## src/rtl/frame_sync_ctrl.sv

```systemverilog
// Frame-alignment controller for a serial bit stream with a fixed sync word at the
// start of every frame. It hunts for the sync word, confirms it on the following
// frame boundaries, then delivers payload bits and drops lock after repeated misses.
module frame_sync_ctrl #(
  parameter int unsigned       SYNC_W    = 4,
  parameter logic [SYNC_W-1:0] SYNC_PAT  = 4'b1010,
  parameter int unsigned       FRAME_LEN = 16,
  parameter int unsigned       LOCK_CNT  = 2,
  parameter int unsigned       MISS_CNT  = 2
) (
  input  logic       i_clk,
  input  logic       i_reset_n,
  input  logic       i_enable,
  input  logic       i_in_valid,
  input  logic       i_in,
  output logic [1:0] o_state,
  output logic       o_locked,
  output logic       o_frame_start,
  output logic       o_sync_err,
  output logic       o_data_valid,
  output logic       o_data_bit
);

  localparam int unsigned PosW  = (FRAME_LEN > 1) ? $clog2(FRAME_LEN) : 1;
  localparam int unsigned FillW = $clog2(SYNC_W + 1);
  localparam int unsigned GoodW = (LOCK_CNT > 1) ? $clog2(LOCK_CNT) : 1;
  localparam int unsigned MissW = (MISS_CNT > 1) ? $clog2(MISS_CNT) : 1;

  localparam logic [PosW-1:0]  PosSlot   = PosW'(FRAME_LEN - 1);
  localparam logic [PosW-1:0]  PosPayEnd = PosW'(FRAME_LEN - SYNC_W);
  localparam logic [FillW-1:0] FillMax   = FillW'(SYNC_W);
  localparam logic [FillW-1:0] FillMatch = FillW'(SYNC_W - 1);
  localparam logic [GoodW-1:0] GoodLast  = GoodW'(LOCK_CNT - 1);
  localparam logic [MissW-1:0] MissLast  = MissW'(MISS_CNT - 1);

  typedef enum logic [1:0] {
    StHunt    = 2'b00,
    StVerify  = 2'b01,
    StLocked  = 2'b10,
    StIllegal = 2'b11
  } state_e;

  state_e            r_state, w_state_d;
  logic [SYNC_W-1:0] r_shreg, w_shreg_d, w_shreg_n;
  logic [FillW-1:0]  r_fill, w_fill_d;
  logic [PosW-1:0]   r_pos, w_pos_d;
  logic [GoodW-1:0]  r_good, w_good_d;
  logic [MissW-1:0]  r_miss, w_miss_d;

  logic r_locked, w_locked_d;
  logic r_frame_start, w_frame_start_d;
  logic r_sync_err, w_sync_err_d;
  logic r_data_valid, w_data_valid_d;
  logic r_data_bit, w_data_bit_d;

  logic w_match, w_slot, w_payload;

  // Candidate window including the incoming bit; needs SYNC_W real bits to match.
  assign w_shreg_n = {r_shreg[SYNC_W-2:0], i_in};
  assign w_match   = (w_shreg_n == SYNC_PAT) && (r_fill >= FillMatch);
  assign w_slot    = (r_pos == PosSlot);
  assign w_payload = (r_pos < PosPayEnd);

  // State, datapath and output registers; reset or enable=0 clears everything.
  always_ff @(posedge i_clk) begin
    if (!i_reset_n || !i_enable) begin
      r_state       <= StHunt;
      r_shreg       <= '0;
      r_fill        <= '0;
      r_pos         <= '0;
      r_good        <= '0;
      r_miss        <= '0;
      r_locked      <= 1'b0;
      r_frame_start <= 1'b0;
      r_sync_err    <= 1'b0;
      r_data_valid  <= 1'b0;
      r_data_bit    <= 1'b0;
    end else begin
      r_state       <= w_state_d;
      r_shreg       <= w_shreg_d;
      r_fill        <= w_fill_d;
      r_pos         <= w_pos_d;
      r_good        <= w_good_d;
      r_miss        <= w_miss_d;
      r_locked      <= w_locked_d;
      r_frame_start <= w_frame_start_d;
      r_sync_err    <= w_sync_err_d;
      r_data_valid  <= w_data_valid_d;
      r_data_bit    <= w_data_bit_d;
    end
  end

  // Next-state and counter update; nothing moves without an accepted bit.
  always_comb begin
    w_state_d = r_state;
    w_shreg_d = r_shreg;
    w_fill_d  = r_fill;
    w_pos_d   = r_pos;
    w_good_d  = r_good;
    w_miss_d  = r_miss;

    // The shift register keeps running across loss of lock.
    if (i_in_valid) begin
      w_shreg_d = w_shreg_n;
      if (r_fill != FillMax) w_fill_d = r_fill + 1'b1;
    end

    unique case (r_state)
      StHunt: begin
        w_pos_d = '0;
        if (i_in_valid && w_match) begin
          w_state_d = StVerify;
          w_good_d  = '0;
        end
      end
      StVerify: begin
        if (i_in_valid) begin
          if (w_slot) begin
            w_pos_d = '0;
            if (!w_match) begin
              w_state_d = StHunt;
            end else if (r_good == GoodLast) begin
              w_state_d = StLocked;
              w_miss_d  = '0;
            end else begin
              w_good_d = r_good + 1'b1;
            end
          end else begin
            w_pos_d = r_pos + 1'b1;
          end
        end
      end
      StLocked: begin
        if (i_in_valid) begin
          if (w_slot) begin
            w_pos_d = '0;
            if (w_match) begin
              w_miss_d = '0;
            end else if (r_miss == MissLast) begin
              w_state_d = StHunt;
              w_miss_d  = '0;
            end else begin
              w_miss_d = r_miss + 1'b1;
            end
          end else begin
            w_pos_d = r_pos + 1'b1;
          end
        end
      end
      default: begin
        w_state_d = StHunt;
        w_pos_d   = '0;
        w_good_d  = '0;
        w_miss_d  = '0;
      end
    endcase
  end

  // Next values of the registered outputs; pulses only follow an accepted bit.
  always_comb begin
    w_locked_d      = (w_state_d == StLocked);
    w_frame_start_d = 1'b0;
    w_sync_err_d    = 1'b0;
    w_data_valid_d  = 1'b0;
    w_data_bit_d    = 1'b0;
    if (i_in_valid) begin
      if (r_state == StVerify) begin
        w_frame_start_d = w_slot && w_match && (r_good == GoodLast);
      end else if (r_state == StLocked) begin
        if (w_slot) begin
          w_frame_start_d = w_match;
          w_sync_err_d    = !w_match;
        end else if (w_payload) begin
          w_data_valid_d = 1'b1;
          w_data_bit_d   = i_in;
        end
      end
    end
  end

  assign o_state       = r_state;
  assign o_locked      = r_locked;
  assign o_frame_start = r_frame_start;
  assign o_sync_err    = r_sync_err;
  assign o_data_valid  = r_data_valid;
  assign o_data_bit    = r_data_bit;

endmodule
```

## config.mk

```make
export PLATFORM = sky130hd
export DESIGN_NAME = frame_sync_ctrl
export DESIGN_NICKNAME = d
export VERILOG_FILES = /design/src/rtl/frame_sync_ctrl.sv
export SDC_FILE = /design/constraint.sdc
export NUM_CORES = 1
export LEC_CHECK = 0
export CELL_PAD_IN_SITES_DETAIL_PLACEMENT = 0
export CELL_PAD_IN_SITES_GLOBAL_PLACEMENT = 1
export CORE_ASPECT_RATIO = 2
export CORE_UTILIZATION = 37
export DETAILED_ROUTE_END_ITERATION = 7
export GPL_TIMING_DRIVEN = 0
export PLACE_DENSITY = 0.84
export SLEW_MARGIN = 0
export SYNTH_ARGS = -nofsm -noshare
export SYNTH_HDL_FRONTEND = slang
export SYNTH_SLANG_ARGS = --single-unit
export TNS_END_PERCENT = 5
```

## constraint.sdc

```tcl
create_clock -name i_clk -period 2.1 [get_ports i_clk]
set_clock_uncertainty 0.15 [all_clocks]
set_input_delay 0.525 -clock i_clk [delete_from_list [all_inputs] [get_ports i_clk]]
set_output_delay 0.525 -clock i_clk [all_outputs]
set_load 0.005 [all_outputs]
```

; ---- Word level (Yosys, flattened, before mapping)
; Index checks and enable logic that the tools add are counted.
[classes]
add_sub_neg = 4
magnitude_cmp = 2
n_eq_ne = 13
muxes = 30
bitwise = 6
reduce_logical = 18
[op_table]
columns = cell, count
row1 = 2-bit 2-to-1 mux, 9
row2 = 1-bit 2-to-1 mux, 17
row3 = "2-bit inequality test, second input constant", 7
row4 = 5-bit OR reduction, 2
row5 = "4-bit equality test, second input constant", 2
row6 = 7-bit AND reduction, 1
row7 = 1-bit inverter, 6
row8 = 1-bit one-hot mux with 3 select lines, 2
row9 = 2-bit one-hot mux with 3 select lines, 1
row10 = 2-bit OR reduction, 3
row11 = 6-bit OR reduction, 1
row12 = 5-bit AND reduction, 1
row13 = "4-bit by 1-bit adder with 4-bit output, second input constant", 1
row14 = "2-bit equality test, second input constant", 2
row15 = 1-bit logical AND, 4
row16 = "4-bit less-than comparator, second input constant", 1
row17 = 4-bit 2-to-1 mux, 1
row18 = "3-bit by 1-bit adder with 3-bit output, second input constant", 1
row19 = "3-bit by 2-bit greater-or-equal comparator with 1-bit output, second input constant", 1
row20 = 1-bit logical NOT, 3
row21 = "3-bit inequality test, second input constant", 1
row22 = "1-bit adder, second input constant", 2
row23 = "2-bit by 1-bit equality test with 1-bit output, second input constant", 1
row24 = 2-bit logical NOT, 1
row25 = 2 further kinds, 2
[totals]
register_bits = 19
input_bits = 5
output_inout_bits = 7
elab_cells = 84

; ---- Logic depth before layout (Yosys ltp)
; Gate-level depths: netlist (run 1).
[logic_depth]
depth_word = 7
ltp_mapped = 7
ltp_nobuf = 7

; ---- Worst setup path before layout (run 1)
; OpenSTA, ideal clock, no wires.
[synth_timing]
path_kind = register to register
start = reg r_fill[0]
end = reg r_locked (netlist: o_locked)
setup_time_ns = 0.115
arrival_time_ns = 1.691
required_ns = 1.835
slack_ns = 0.144
stages_incl_launch_ff = 8
n_path_buf = 0
period_less_slack_ns = 1.956
path_cell_list = dfxtp_1 -> ha_1 -> ha_1 -> a211oi_4 -> nor2_2 -> o32ai_1 -> a221oi_2 -> and2_1
[synth_between]
elab_chain_len = 7
elab_cells_between_ends = 12
cone_classes = 1 x order compare / 1 x eq/ne / 8 x mux / 2 x reduce/logical
[synth_rtl]
columns = element, line_no
row1 = start: declaration, 45  ; logic [FillW-1:0] r_fill, w_fill_d;
row2 = start signal: assignment, 81  ; r_fill <= w_fill_d;
row3 = 3-bit by 2-bit greater-or-equal comparator with 1-bit output (*), 60  ; assign w_match = (w_shreg_n == SYNC_PAT) && (r_fill >= FillMatch);
row4 = 1-bit logical AND (*), 60
row5 = 2-bit 2-to-1 mux (on tied branches), "137, 120"
row6 = 2-bit 2-to-1 mux (on tied branches), "135, 118"
row7 = 2-bit 2-to-1 mux (on tied branches), "134, 117"
row8 = 2-bit one-hot mux with 3 select lines (*), 108  ; unique case (r_state)
row9 = 2-bit equality test (*), 161  ; w_locked_d = (w_state_d == StLocked);
row10 = end signal: assignment, 85  ; r_locked <= w_locked_d;
row11 = end: declaration, 50  ; logic r_locked, w_locked_d;
; Mark *: on every way between the ends. The rest lies on a longest branch, timed or not.
; A chain may end at the register's enable or synchronous reset.

; ---- Worst setup path after layout (run 1)
[layout_timing]
start = in i_in
end = reg r_locked (netlist: o_locked)
[layout_between]
elab_chain_len = 7
elab_cells_between_ends = 12
cone_classes = 2 x eq/ne / 8 x mux / 2 x reduce/logical
[layout_rtl]
columns = element, line_no
row1 = start: declaration, 15  ; input logic i_in,
row2 = 4-bit equality test (*), 60
row3 = 1-bit logical AND (*), 60
row4 = 2-bit 2-to-1 mux (on tied branches), "137, 120"
row5 = 2-bit 2-to-1 mux (on tied branches), "135, 118"
row6 = 2-bit 2-to-1 mux (on tied branches), "134, 117"
row7 = 2-bit one-hot mux with 3 select lines (*), 108
row8 = 2-bit equality test (*), 161
; Marks and branches as above.

==> results.py, run 1 <==
metrics = {
    "floorplanning": {
        "rows": 26,
        "die_w_um": 38.2,
        "die_area_sq_um": 2850,
        "die_h_um": 74.5,
        "core_sq_um": 2500,
        "start_util_pct": 38.8,
        "boundaryPins": 12,
    },
    "sta": {
        "rsz0062_at_grt": "true",
        "tns_ns": 0,
        "hold_viol_final": 0,
        "slew-limit-headroom_pct": 76.9,
        "period_needed_ns": 2.06,
        "slew_viol_final": 0,
        "whs_ns": 0.388,
        "timing.final.crit_share_pct": 97.9,
        "tightest_slew_ns": 0.346,
        "finalSetupViolCount": 0,
        "max_freq_ghz": 0.487,
    },
    "global_route": {
        "grt_util_met1_pct": 15.6,
        "grt_max_degree": 11,
        "grt_use_met2_pct": 29.6,
        "gr-usage-met3_pct": 2.09,
        "grt_busiest_layer": "met2",
        "grt_pass1_wl_um": 3220,
        "gr-usage-all-layers_pct": 15.7,
        "antenna_found_initial": 0,
        "gr-total-overflow": 0,
        "grt_pass1_vias": 742,
    },
    "layout": {
        "syn2layout_area_growth_pct": 22.5,
        "fin_util_pct": 47.6,
        "antenna_cells": 0,
        "fill_cells": 249,
        "drive_gt1_share_pct": 13.7,
        "finalNetCount": 131,
    },
    "setup_path": {
        "timing.rr.end": "o_locked$_SDFF_PP0_",
        "cp_slowest_cell": "clkdlybuf4s50_1",
        "cp_slowest_stage_delay_ns": 0.44,
        "crit_arrival_ns": 2.06,
        "worstReg2RegStart": "r_fill[0]$_SDFFE_PP0P_",
        "cp_cell_sequence": "clkdlybuf4s50_1 -> nand4bb_4 -> nor2_4 -> o31ai_2 -> a311o_1 -> and2_1",
        "cp-end-kind": "flip-flop",
        "critPathKind": "input port to flip-flop",
        "startpoint": "i_in",
        "worst_r2r_path_depth": 7,
        "start_kind": "input port",
        "cp_data_required_time_ns": 2.10,
        "crit_path_max_fanout": 5,
        "rrSetupSlack_ns": 0.08,
    },
    "job": {
        "maxCapViolations": 0,
    },
    "clock_network": {
        "h-tree-depth": 1,
        "clockBufferDepth": 2,
        "clockRootBuffer": "clkbuf_8",
        "cts_buffers": 3,
        "clock_latency_ns": 0.25,
        "cts_tree": "yes",
        "clk_pin_slew_ns": 0.07,
        "cts_sinks": 19,
    },
    "logic_synthesis": {
        "synthCells": 101,
        "netlist_area_sq_um": 972,
        "yosysTopAreaCell": "dfxtp_1",
        "synth_top_area_share_pct": 39.1,
        "ys_seq_elements": 19,
        "ys_seq_area_share_pct": 39.1,
        "synthDistinctLibCells": 34,
        "syn_nets": 114,
        "yosysWarnings": 0,
        "synth_area_leaders": "dfxtp_1 (39%), ha_1 (10%), mux2i_1 (5.1%)",
        "postSynthAreaPerCell_sq_um": 9.63,
    },
    "detailed_routing": {
        "drt_wl_total_um": 1890,
        "wl_per_cell_um": 13.0,
        "avgViaCountPerCell": 5.22,
        "ant_nets": 0,
        "first_pass_iters": 4,
        "dr_total_vias": 757,
        "post-route-drc-count": 0,
        "first_iter_violations": 15,
    },
    "power": {
        "p_per_area_nw_per_um2": 548,
        "p_leak_nw": 0.452,
        "finalPower_mw": 0.653,
        "vdd_drop_max_uv": 343,
    },
    "placed_design": {
        "place.gp.congestion": 0.774,
        "io_buffers": 11,
        "dp_hpwl_um": 1490,
    },
    "hold_path": {
        "min_to": "r_fill[2]$_SDFFE_PP0P_",
        "whs_path_depth": 2,
        "hp-start": "r_fill[2]$_SDFFE_PP0P_",
        "hold_class": "flip-flop to flip-flop",
    },
    "run_status": {
        "status": "finished, final reports clean",
    },
}
## cell usage in the layout, fill, tap and decap left out, types with 2 or more instances in the layout
cell and instances:
nand4_1 2, nor3_1 3, ha_1 8, xor2_1 2, clkbuf_8 3, nand2_1 5, o21ai_0 2, nor2_1 13
and2_1 3, a31oi_1 2, xnor2_1 2, mux2i_1 5, inv_1 10, clkdlybuf4s50_1 10, a21oi_1 5, clkbuf_1 2
dfxtp_1 18
## sequential cells by signal (all words and copies together), names as in the netlist
name / cells
r_good: 1
o_frame_start: 1
o_state: 2
r_pos: 4
r_fill: 3
o_data_bit: 1
r_shreg: 3
o_sync_err: 1
o_locked: 1
r_miss: 1
o_data_valid: 1
## Yosys cell counts
master	n
dfxtp_1	19
nor2_1	13
inv_1	10
ha_1	8
a21oi_1	5
mux2i_1	5
nand2_1	5
and2_1	3
nor3_1	3
a31oi_1	2
nand4_1	2
o21ai_0	2
xnor2_1	2
xor2_1	2
a211oi_4	1
a221oi_2	1
a311o_1	1
and3_1	1
buf_1	1
clkbuf_1	1
clkbuf_2	1
nand2b_1	1
nand3_1	1
nand4_4	1
nand4bb_4	1
nor2_2	1
nor2b_1	1
nor3_4	1
nor3b_1	1
o221ai_1	1
o31a_2	1
o31ai_1	1
o31ai_2	1
o32ai_1	1
## final cells by class
type	instances	area, sq um	area share, %
multi-input cells	69	554	46.5
inverters	10	37.5	3.15
well taps	28	35.0	2.94
plain buffers	3	13.8	1.16
clock buffers	4	45.0	3.78
flip-flops and latches	19	382	32.0
repair buffers	12	124	10.4
## where the power goes
part / leakage (nW) / switching, mW / internal, mW
sequential: 0.154 / 0.00313 / 0.363
clock: 0.0228 / 0.118 / 0.135
combinational: 0.276 / 0.0176 / 0.0163
## worst max-delay path, delay by kind of cell
kind	cells	cell delay, ns
buffers and inverters	1	0.44
and+or+nand+nor	3	0.60
AOI/OAI and AO/OA	2	0.49
## through the flow
stage	worst slack (ns)	cells	instance area, sq um
2_1_floorplan	0.144	101	972
3_3_place_gp	-0.355	140	1120
3_5_place_dp	-0.374	140	1120
4_1_cts	0.0136	145	1180
5_1_grt	-0.00475	145	1190
6_report	0.0446	145	1190
## metal layers
| metal | vias up | routed length, um | share of wire, % |
|---|---|---|---|
| met5 | - | 0 | 0 |
| met3 | 4 | 34 | 1.8 |
| met2 | 9 | 1080 | 57 |
| met1 | 366 | 747 | 40 |
| li1 | 378 | - | - |
| met4 | 0 | 31 | 1.6 |
## how the worst max path moves through the flow
| stage | end | slack [ns] | depth (start not counted) |
|---|---|---|---|
| 2_1_floorplan | o_locked$_SDFF_PP0_ | 0.14 | 7 |
| 3_3_place_gp | o_locked$_SDFF_PP0_ | -0.36 | 5 |
| 3_5_place_dp | o_locked$_SDFF_PP0_ | -0.37 | 5 |
| 4_1_cts | o_locked$_SDFF_PP0_ | 0.01 | 6 |
| 5_1_grt | o_locked$_SDFF_PP0_ | -0.005 | 6 |
| 6_report | o_locked$_SDFF_PP0_ | 0.04 | 6 |
## cell families after synthesis
group	Yosys count	share of synthesized area (%)
simple gates	35	22.3
flops	19	39.1
compound gates	17	14.4
buf+inv	13	5.15
fa+ha+maj	8	10.3
mux	5	5.15
xor+xnor	4	3.60
## timing repair
action	4_1_cts	5_1_grt
hold buffers	0	0
gates resized for setup	3	3
pin swaps	2	2
endpoints found under the setup margin	2	2
buffers inserted	1	0
Power figures use the tool's default switching activity.
==> inputs of run 2 (changes only) <==
CORE_UTILIZATION = 35   (was 37)
GPL_TIMING_DRIVEN = 1   (was 0)
PLACE_DENSITY = 0.81   (was 0.84)
SKIP_CTS_REPAIR_TIMING = 1   (was not set)
==> run 2 against run 1 <==
  * Die area increased by 5.5%
  * Power increased by 1.7%
  * Non-clock buffer count increased by 9
  * Via count increased by 5.4%
  * Sequential share of layout area decreased by 2.3 points
  * Design area increased by 7.4%
  * Final cell count increased by 6.2%
  * Worst setup slack improved by 0.035 ns
  * Critical path depth increased by 2
  * Clock power increased by 2%
  * Clock-buffer cell count decreased by 1
  * Critical endpoint unchanged
  * Largest power group unchanged
==> results.py, run 2 (same netlist as run 1, synthesis figures left out) <==
metrics = {
    "placed_design": {
        "dp_cells": 147,
        "io_buffers": 11,
        "pre_cts_slack_ns": -0.286,
        "dp_hpwl_um": 1570,
        "place.gp.congestion": 0.820,
    },
    "clock_network": {
        "cts_sinks": 19,
        "clk_pin_slew_ns": 0.07,
        "h-tree-depth": 1,
        "clock_latency_ns": 0.26,
        "clockRootBuffer": "clkbuf_8",
        "clockBufferDepth": 2,
        "cts_buffers": 3,
        "cts_tree": "yes",
    },
    "sta": {
        "period_needed_ns": 2.02,
        "tightest_slew_ns": 0.319,
        "slew_viol_final": 0,
        "rsz0062_at_grt": "false",
        "hold_viol_final": 0,
        "timing.final.crit_share_pct": 96.2,
        "tns_ns": 0,
        "fin_ws_ns": 0.0798,
        "max_freq_ghz": 0.495,
        "finalSetupViolCount": 0,
        "slew-limit-headroom_pct": 78.7,
        "whs_ns": 0.378,
    },
    "setup_path": {
        "crit_path_max_fanout": 4,
        "worstReg2RegStart": "r_fill[1]$_SDFFE_PP0P_",
        "critPathKind": "flip-flop to flip-flop",
        "timing.rr.end": "o_locked$_SDFF_PP0_",
        "cp_data_required_time_ns": 2.16,
        "crit_arrival_ns": 2.08,
        "cp-end-kind": "flip-flop",
        "worst_r2r_path_depth": 8,
        "rrSetupSlack_ns": 0.08,
        "start_kind": "flip-flop",
    },
    "detailed_routing": {
        "dr_wl_met3_um": 42,
        "ant_nets": 0,
        "first_pass_iters": 4,
        "post-route-drc-count": 0,
        "drt_wl_total_um": 2050,
        "first_iter_violations": 8,
        "avgViaCountPerCell": 5.18,
        "dr_total_vias": 798,
        "wl_per_cell_um": 13.3,
        "top_layer": "met4",
        "wl_met2_um": 1170,
        "met1Wirelength_um": 750,
    },
    "hold_path": {
        "min_to": "r_pos[1]$_SDFFE_PP0P_",
        "whs_path_depth": 2,
        "hp-start": "r_pos[1]$_SDFFE_PP0P_",
        "hold_class": "flip-flop to flip-flop",
    },
    "power": {
        "p_per_area_nw_per_um2": 519,
        "swShare_pct": 22.1,
        "netSwitchingPower_mw": 0.147,
        "finalPower_mw": 0.663,
        "p_leak_nw": 0.526,
        "p_int_mw": 0.517,
        "vdd_drop_max_uv": 391,
        "seqPwrFrac_pct": 54.9,
        "comb_power_share_pct": 6.4,
        "p_clk_share_pct": 38.7,
    },
    "job": {
        "maxCapViolations": 0,
    },
    "layout": {
        "layout.cells.non_filler": 154,
        "syn2layout_area_growth_pct": 31.5,
        "largest_registers": "r_pos: 4 flops, r_fill: 3 flops, r_shreg: 3 flops",
        "finalNetCount": 140,
        "max_flop_register": "r_pos",
        "mostFrequentLayoutCells": "dfxtp_1 (19), nor2_1 (13), buf_4 (13), inv_1 (10), clkdlybuf4s50_1 (9)",
        "layout_commonest_cell": "dfxtp_1",
        "largest_reg_flops": 4,
        "drive_gt1_share_pct": 21.4,
        "antenna_cells": 0,
    },
    "global_route": {
        "grt_pass1_wl_um": 3350,
        "antenna_found_initial": 0,
        "grt_pass1_vias": 788,
        "grt_max_degree": 12,
        "gr-usage-all-layers_pct": 16.0,
        "gr-total-overflow": 0,
    },
    "run_status": {
        "status": "finished, final reports clean",
    },
    "floorplanning": {
        "start_util_pct": 37.4,
        "core_sq_um": 2600,
        "rows": 26,
        "die_w_um": 39.3,
        "die_h_um": 76.5,
        "die_area_sq_um": 3010,
        "boundaryPins": 12,
    },
}
run 2: through the flow:
step / cell area, sq um / util, %
6_report: 1280 / 49.1
5_1_grt: 1280 / 49.1
3_3_place_gp: 1180 / 45.3
2_1_floorplan: 972 / -
4_1_cts: 1230 / 47.1
3_5_place_dp: 1180 / 45.3
run 2: worst max-delay path by stage:
stage	start	end	slack, ns
after detailed placement	i_in	o_locked$_SDFF_PP0_	-0.29
final	r_fill[1]$_SDFFE_PP0P_	o_locked$_SDFF_PP0_	0.08
after global placement	i_in	o_locked$_SDFF_PP0_	-0.27
after global routing	r_fill[1]$_SDFFE_PP0P_	o_locked$_SDFF_PP0_	0.03
after floorplan	r_fill[0]$_SDFFE_PP0P_	o_locked$_SDFF_PP0_	0.14
after CTS	i_in	o_locked$_SDFF_PP0_	-0.03
run 2: layout make-up:
cell class	count	area (sq um)
Fill cell	269	1320
Sequential cell	19	380
Timing Repair Buffer	24	213
Clock inverter	1	5.00
Clock buffer	3	41.3
Inverter	10	37.5
Tap cell	28	35.0
Multi-Input combinational cell	69	567
run 2: worst max-delay path: stages (launching register included):
cell and delay [ns]:
dfxtp_1 0.35, ha_1 0.19, ha_1 0.21, a211oi_4 0.22
buf_4 0.17, nor2_4 0.05, o31ai_2 0.27, a311o_1 0.24
and2_1 0.12
run 2: per-layer routing:
metal  GRT usage, %  vias to the layer above
li1               -                      400
met1           16.9                      371
met2           26.2                       18
met3           2.33                        9
met4           12.1                        0
met5              0                        -
run 2: power groups by stage:
stage          clock, mW  combinational, mW  sequential [mW]
5_1_grt            0.280             0.0459            0.364
3_3_place_gp           0             0.0405            0.372
6_report           0.257             0.0426            0.364
2_1_floorplan          0             0.0193            0.373
3_5_place_dp           0             0.0422            0.373
4_1_cts            0.264             0.0423            0.364
